[src/rtl/serial_adder_pkg.sv]
// serial_adder_pkg: shared types and defaults
// for the bit-serial adder.
package serial_adder_pkg;

    typedef enum logic [1:0] {
        IDLE,
        SHIFT,
        DONE
    } sa_state_t;

    localparam int SA_DEFAULT_WIDTH = 8;

endpackage

[src/rtl/add1.sv]
// add1: 1-bit half adder cell.
module add1 (
    input  logic i_a,
    input  logic i_b,
    output logic o_s,
    output logic o_c
);

    assign o_s = i_a ^ i_b;
    assign o_c = i_a & i_b;

endmodule

[src/rtl/full_add1.sv]
// full_add1: 1-bit full adder built from two
// add1 half adders and an OR on their carries.
module full_add1 (
    input  logic i_a,
    input  logic i_b,
    input  logic i_cin,
    output logic o_s,
    output logic o_cout
);

    logic w_s0;
    logic w_c0;
    logic w_c1;

    add1 u_ha0 (
        .i_a (i_a),
        .i_b (i_b),
        .o_s (w_s0),
        .o_c (w_c0)
    );

    add1 u_ha1 (
        .i_a (w_s0),
        .i_b (i_cin),
        .o_s (o_s),
        .o_c (w_c1)
    );

    assign o_cout = w_c0 | w_c1;

endmodule

[src/rtl/serial_adder.sv]
// serial_adder: LSB-first bit-serial adder,
// one full_add1 cell, WIDTH+2 cycles per add.
module serial_adder
    import serial_adder_pkg::*;
#(
    parameter int WIDTH = SA_DEFAULT_WIDTH
) (
    input  logic             clk,
    input  logic             rst_n,
    input  logic             start,
    input  logic [WIDTH-1:0] a_in,
    input  logic [WIDTH-1:0] b_in,
    output logic             busy,
    output logic             done,
    output logic [WIDTH-1:0] sum_out,
    output logic             carry_out
);

    localparam int CW = $clog2(WIDTH);
    localparam logic [CW-1:0] LAST = CW'(WIDTH - 1);

    sa_state_t        r_state;
    sa_state_t        w_next;
    logic [WIDTH-1:0] r_a;
    logic [WIDTH-1:0] r_b;
    logic [WIDTH-1:0] r_res;
    logic [WIDTH-1:0] r_sum;
    logic [CW-1:0]    r_cnt;
    logic             r_carry;
    logic             r_cout;
    logic             r_done;
    logic             w_s;
    logic             w_c;

    full_add1 u_fa (
        .i_a    (r_a[0]),
        .i_b    (r_b[0]),
        .i_cin  (r_carry),
        .o_s    (w_s),
        .o_cout (w_c)
    );

    always_ff @(posedge clk) begin
        if (!rst_n) begin
            r_state <= IDLE;
        end else begin
            r_state <= w_next;
        end
    end

    always_comb begin
        w_next = r_state;
        unique case (r_state)
            IDLE:    if (start) w_next = SHIFT;
            SHIFT:   if (r_cnt == LAST) w_next = DONE;
            DONE:    w_next = IDLE;
            default: w_next = IDLE;
        endcase
    end

    // Outputs are loaded while leaving DONE,
    // so done lands in the following IDLE cycle.
    always_ff @(posedge clk) begin
        if (!rst_n) begin
            r_a     <= '0;
            r_b     <= '0;
            r_res   <= '0;
            r_sum   <= '0;
            r_cnt   <= '0;
            r_carry <= 1'b0;
            r_cout  <= 1'b0;
            r_done  <= 1'b0;
        end else begin
            r_done <= 1'b0;
            unique case (r_state)
                IDLE: begin
                    if (start) begin
                        r_a     <= a_in;
                        r_b     <= b_in;
                        r_res   <= '0;
                        r_sum   <= '0;
                        r_cnt   <= '0;
                        r_carry <= 1'b0;
                        r_cout  <= 1'b0;
                    end
                end
                SHIFT: begin
                    r_a     <= {1'b0, r_a[WIDTH-1:1]};
                    r_b     <= {1'b0, r_b[WIDTH-1:1]};
                    r_res   <= {w_s, r_res[WIDTH-1:1]};
                    r_carry <= w_c;
                    r_cnt   <= r_cnt + CW'(1);
                end
                DONE: begin
                    r_done <= 1'b1;
                    r_sum  <= r_res;
                    r_cout <= r_carry;
                end
                default: begin
                end
            endcase
        end
    end

    assign busy      = (r_state != IDLE);
    assign done      = r_done;
    assign sum_out   = r_sum;
    assign carry_out = r_cout;

endmodule

[config.mk]
export PLATFORM = sky130hd
export DESIGN_NAME = serial_adder
export DESIGN_NICKNAME = d
export VERILOG_FILES = /design/src/rtl/serial_adder_pkg.sv /design/src/rtl/add1.sv /design/src/rtl/full_add1.sv /design/src/rtl/serial_adder.sv
export SDC_FILE = /design/constraint.sdc
export NUM_CORES = 1
export LEC_CHECK = 0
export CAP_MARGIN = 15
export CORE_MARGIN = 4
export CORE_UTILIZATION = 50
export DETAILED_ROUTE_END_ITERATION = 7
export PLACE_DENSITY = 0.77
export SLEW_MARGIN = 0
export SYNTH_ARGS = -nofsm -noshare
export SYNTH_HDL_FRONTEND = slang
export SYNTH_HIERARCHICAL = 1
export SYNTH_SLANG_ARGS = --single-unit
[constraint.sdc]
create_clock -name clk -period 1.3 [get_ports clk]
set_input_delay 0.325 -clock clk [delete_from_list [all_inputs] [get_ports clk]]
set_output_delay 0.325 -clock clk [all_outputs]
set_load 0.05 [all_outputs]
==> results.json <==
{
  "outcome": "complete, but fails checks",
  "violations": "negative setup slack",
  "die_height_um": 64.6,
  "grt_setup_unrepaired": "true",
  "n_antenna_cell": 0,
  "drc": 0,
  "path_buf_inv": 2,
  "clock_latency_ns": 0.35,
  "synthCells": 169,
  "drv_slew": 0,
  "start_kind": "flop",
  "viasPerCell": 5.55,
  "cp_num_cells": 3,
  "routed_wirelength_um": 3770,
  "synthAdderAreaFrac": 0.0313,
  "end_kind": "output pin",
  "yosys.area_share.xor_xnor": 0,
  "placed_cell_area_sq_um": 2090,
  "fin_hold_ws_ns": 0.490,
  "fin_util": 0.740,
  "ys_warn_count": 6,
  "ys_ff_latch": 40,
  "finalHoldViolCount": 0,
  "crit_family": "flip-flops",
  "dieArea_sq_um": 4170,
  "io_buffers": 29,
  "critPathMaxFanout": 2,
  "clock_path_buffers": 2,
  "syn2layout_area_growth_pct": 41.2,
  "p_leak_nw": 0.835,
  "fmax_mhz": 734,
  "rows": 20,
  "io_pins": 30,
  "maxSlewHeadroom": 0.868,
  "fin_nets": 233,
  "cts_tree": "done",
  "start_util": 0.524,
  "cpMaxStageDelayCell": "dfxtp_4",
  "grt_pass1_wl_um": 6310,
  "drive_above_1_share": 0.270,
  "place_congestion": 0.789,
  "numCtsBuffers": 5,
  "tightest_slew_ns": 0.192,
  "place_ws_ns": -0.345,
  "ant_nets": 0,
  "synth_area_leaders": "dfxtp_1, mux2i_1, o22ai_1",
  "synth_mux_area_frac": 0.0938,
  "critPathRequiredTime_ns": 0.98,
  "grtUsageTotal": 0.191,
  "antenna_found_initial": 0,
  "ir_worst_vdd_uv": 856,
  "worst-setup-path-type": "reg2out",
  "drt_first_pass_iters": 4,
  "powerDensity_nw_per_um2": 998,
  "synth_cell_types": 22,
  "worst_slack_ns": -0.0621,
  "routedWlPerCell_um": 14.8,
  "cts.sinks": 40,
  "synth_top_family_by_area": "compound AO/OA/AOI/OAI gates",
  "dr_total_vias": 1415,
  "grt_max_degree": 29,
  "synth_top_area_share": 0.500,
  "synth_compound_area_frac": 0.210,
  "r2r_cells": 5,
  "syn_avg_cell_area_sq_um": 9.47,
  "grt-ovfl-total": 0,
  "syn-num-nets": 192,
  "arrival_ns": 1.04,
  "period_share": 1.05,
  "synth-simple-area-share": 0.110,
  "syn_area_sq_um": 1600,
  "period_minus_slack_ns": 1.36,
  "finalPower_mw": 2.26,
  "place_hpwl_um": 2520,
  "clock_tree.root_cell": "clkbuf_4",
  "chipWidth_um": 64.6,
  "finalSetupViolCount": 2,
  "drt_iter0_drc": 124,
  "yosys.area.top_type": "dfxtp_1",
  "core_area_sq_um": 3050,
  "max_stage_delay_ns": 0.37,
  "yosysSeqAreaShare": 0.500,
  "path_cells": "nor2_4 > inv_2 > buf_12",
  "htreeDepth": 2,
  "clk_pin_slew_ns": 0.13,
  "holdPathStages": 2,
  "drv_cap": 0,
  "min_path_type": "reg2reg",
  "final_cell_area_sq_um": 2260,
  "fill_cells": 234,
  "grt_pass1_vias": 1444,
  "skew_ns": 0.0130
}
-- Yosys cell counts --
| cell type | count |
|---|---|
| o211ai_1 | 15 |
| nand2_1 | 29 |
| inv_1 | 2 |
| or3_4 | 1 |
| clkbuf_1 | 6 |
| o21ai_2 | 2 |
| mux2i_1 | 15 |
| nor3_1 | 2 |
| o22ai_1 | 22 |
| buf_2 | 4 |
| buf_4 | 3 |
| inv_2 | 1 |
| o31ai_1 | 1 |
| ha_1 | 4 |
| buf_6 | 1 |
| o21ai_1 | 8 |
| o21ai_0 | 4 |
| or2_1 | 1 |
| nor2_1 | 4 |
| dfxtp_1 | 40 |
| nor2_2 | 2 |
| nand2b_1 | 2 |
-- where the power goes --
part / switching (mW) / leakage, nW / internal [mW]
Sequential: 0.0278 / 0.329 / 1.27
Combinational: 0.153 / 0.479 / 0.162
Clock: 0.434 / 0.0274 / 0.213
Total: 0.614 / 0.835 / 1.64
-- cells by family after synthesis --
family | after synthesis
AOI/OAI and AO/OA | 52
and+or+nand+nor | 41
muxes | 15
DFF | 40
buffers and inverters | 17
adders and majority gates | 4
-- routing by layer --
metal | vias up | GRT usage | share of wire
met5 | - | 0 | 0
met1 | 668 | 0.225 | 0.41
met4 | 0 | 0.0897 | 0.016
li1 | 698 | - | -
met3 | 9 | 0.0624 | 0.052
met2 | 40 | 0.312 | 0.52
-- final timing paths --
check,start,endpoint,slack (ns)
worst max-delay path,r_state[1]$_SDFFE_PN0P_,busy,-0.06
worst min-delay path,r_b[7]$_SDFFE_PN0P_,r_b[7]$_SDFFE_PN0P_,0.49
worst max register to register,r_b[0]$_SDFFE_PN0P_,r_carry$_SDFFE_PN0P_,0
worst min register to register,r_b[7]$_SDFFE_PN0P_,r_b[7]$_SDFFE_PN0P_,0.49
-- stage by stage --
stage | setup TNS [ns] | instances
floorplan | 0 | 169
global placement | -7.50 | 243
detailed placement | -8.61 | 243
CTS | -0.0646 | 253
global route | -0.191 | 255
finish | -0.0660 | 255
-- final cells by class --
type | count | area (sq um) | share of cell area
Tap cell | 44 | 55.1 | 0.0244
Clock inverter | 3 | 23.8 | 0.0105
Multi-Input combinational cell | 113 | 772 | 0.342
Inverter | 3 | 11.3 | 0.00498
Sequential cell | 40 | 813 | 0.360
Timing Repair Buffer | 47 | 547 | 0.242
Clock buffer | 5 | 37.5 | 0.0166
-- sequential cells by signal (all words and copies together), names as in the netlist --
| signal | cells |
|---|---|
| sum_out | 8 |
| r_a | 8 |
| r_cnt | 3 |
| r_carry | 1 |
| r_res | 8 |
| done | 1 |
| r_b | 8 |
| r_state | 2 |
| carry_out | 1 |
-- repair_timing --
action,4_1_cts,5_1_grt
setup endpoints to repair,1,17
hold endpoints to repair,0,0
resized for setup,7,15
hold buffers,0,0
gates cloned,0,1
pin swaps,1,1
setup buffers,2,1
-- layout by cell type, fill, tap and decap left out --
master           Yosys  layout
dfxtp_4              0       2
o22ai_2              0       3
inv_2                1       2
buf_6                1       3
mux2i_1             15      15
ha_4                 0       1
o22ai_1             22      19
ha_1                 4       3
o21ai_0              4       3
or3_4                1       2
clkinv_4             0       1
clkdlybuf4s50_1      0      18
nand2_1             29      29
buf_4                3      15
clkinvlp_4           0       2
o31ai_2              0       1
or2_1                1       1
nor2_1               4       3
clkbuf_4             0       5
o21ai_1              8       9
dfxtp_2              0       4
dfxtp_1             40      34
o21ai_2              2       2
buf_12               0      11
nor3_1               2       2
nand2b_1             2       2
nor2_4               0       2
inv_1                2       1
o211ai_1            15      15
nor2_2               2       1
-- worst reg2reg max path, stage by stage (launching register included) --
cell and delay (ns):
dfxtp_1 0.40, ha_4 0.21, ha_1 0.20, or2_1 0.25, nand2_1 0.08, o22ai_1 0.07
Note: power is estimated with default switching activity, not from simulation.
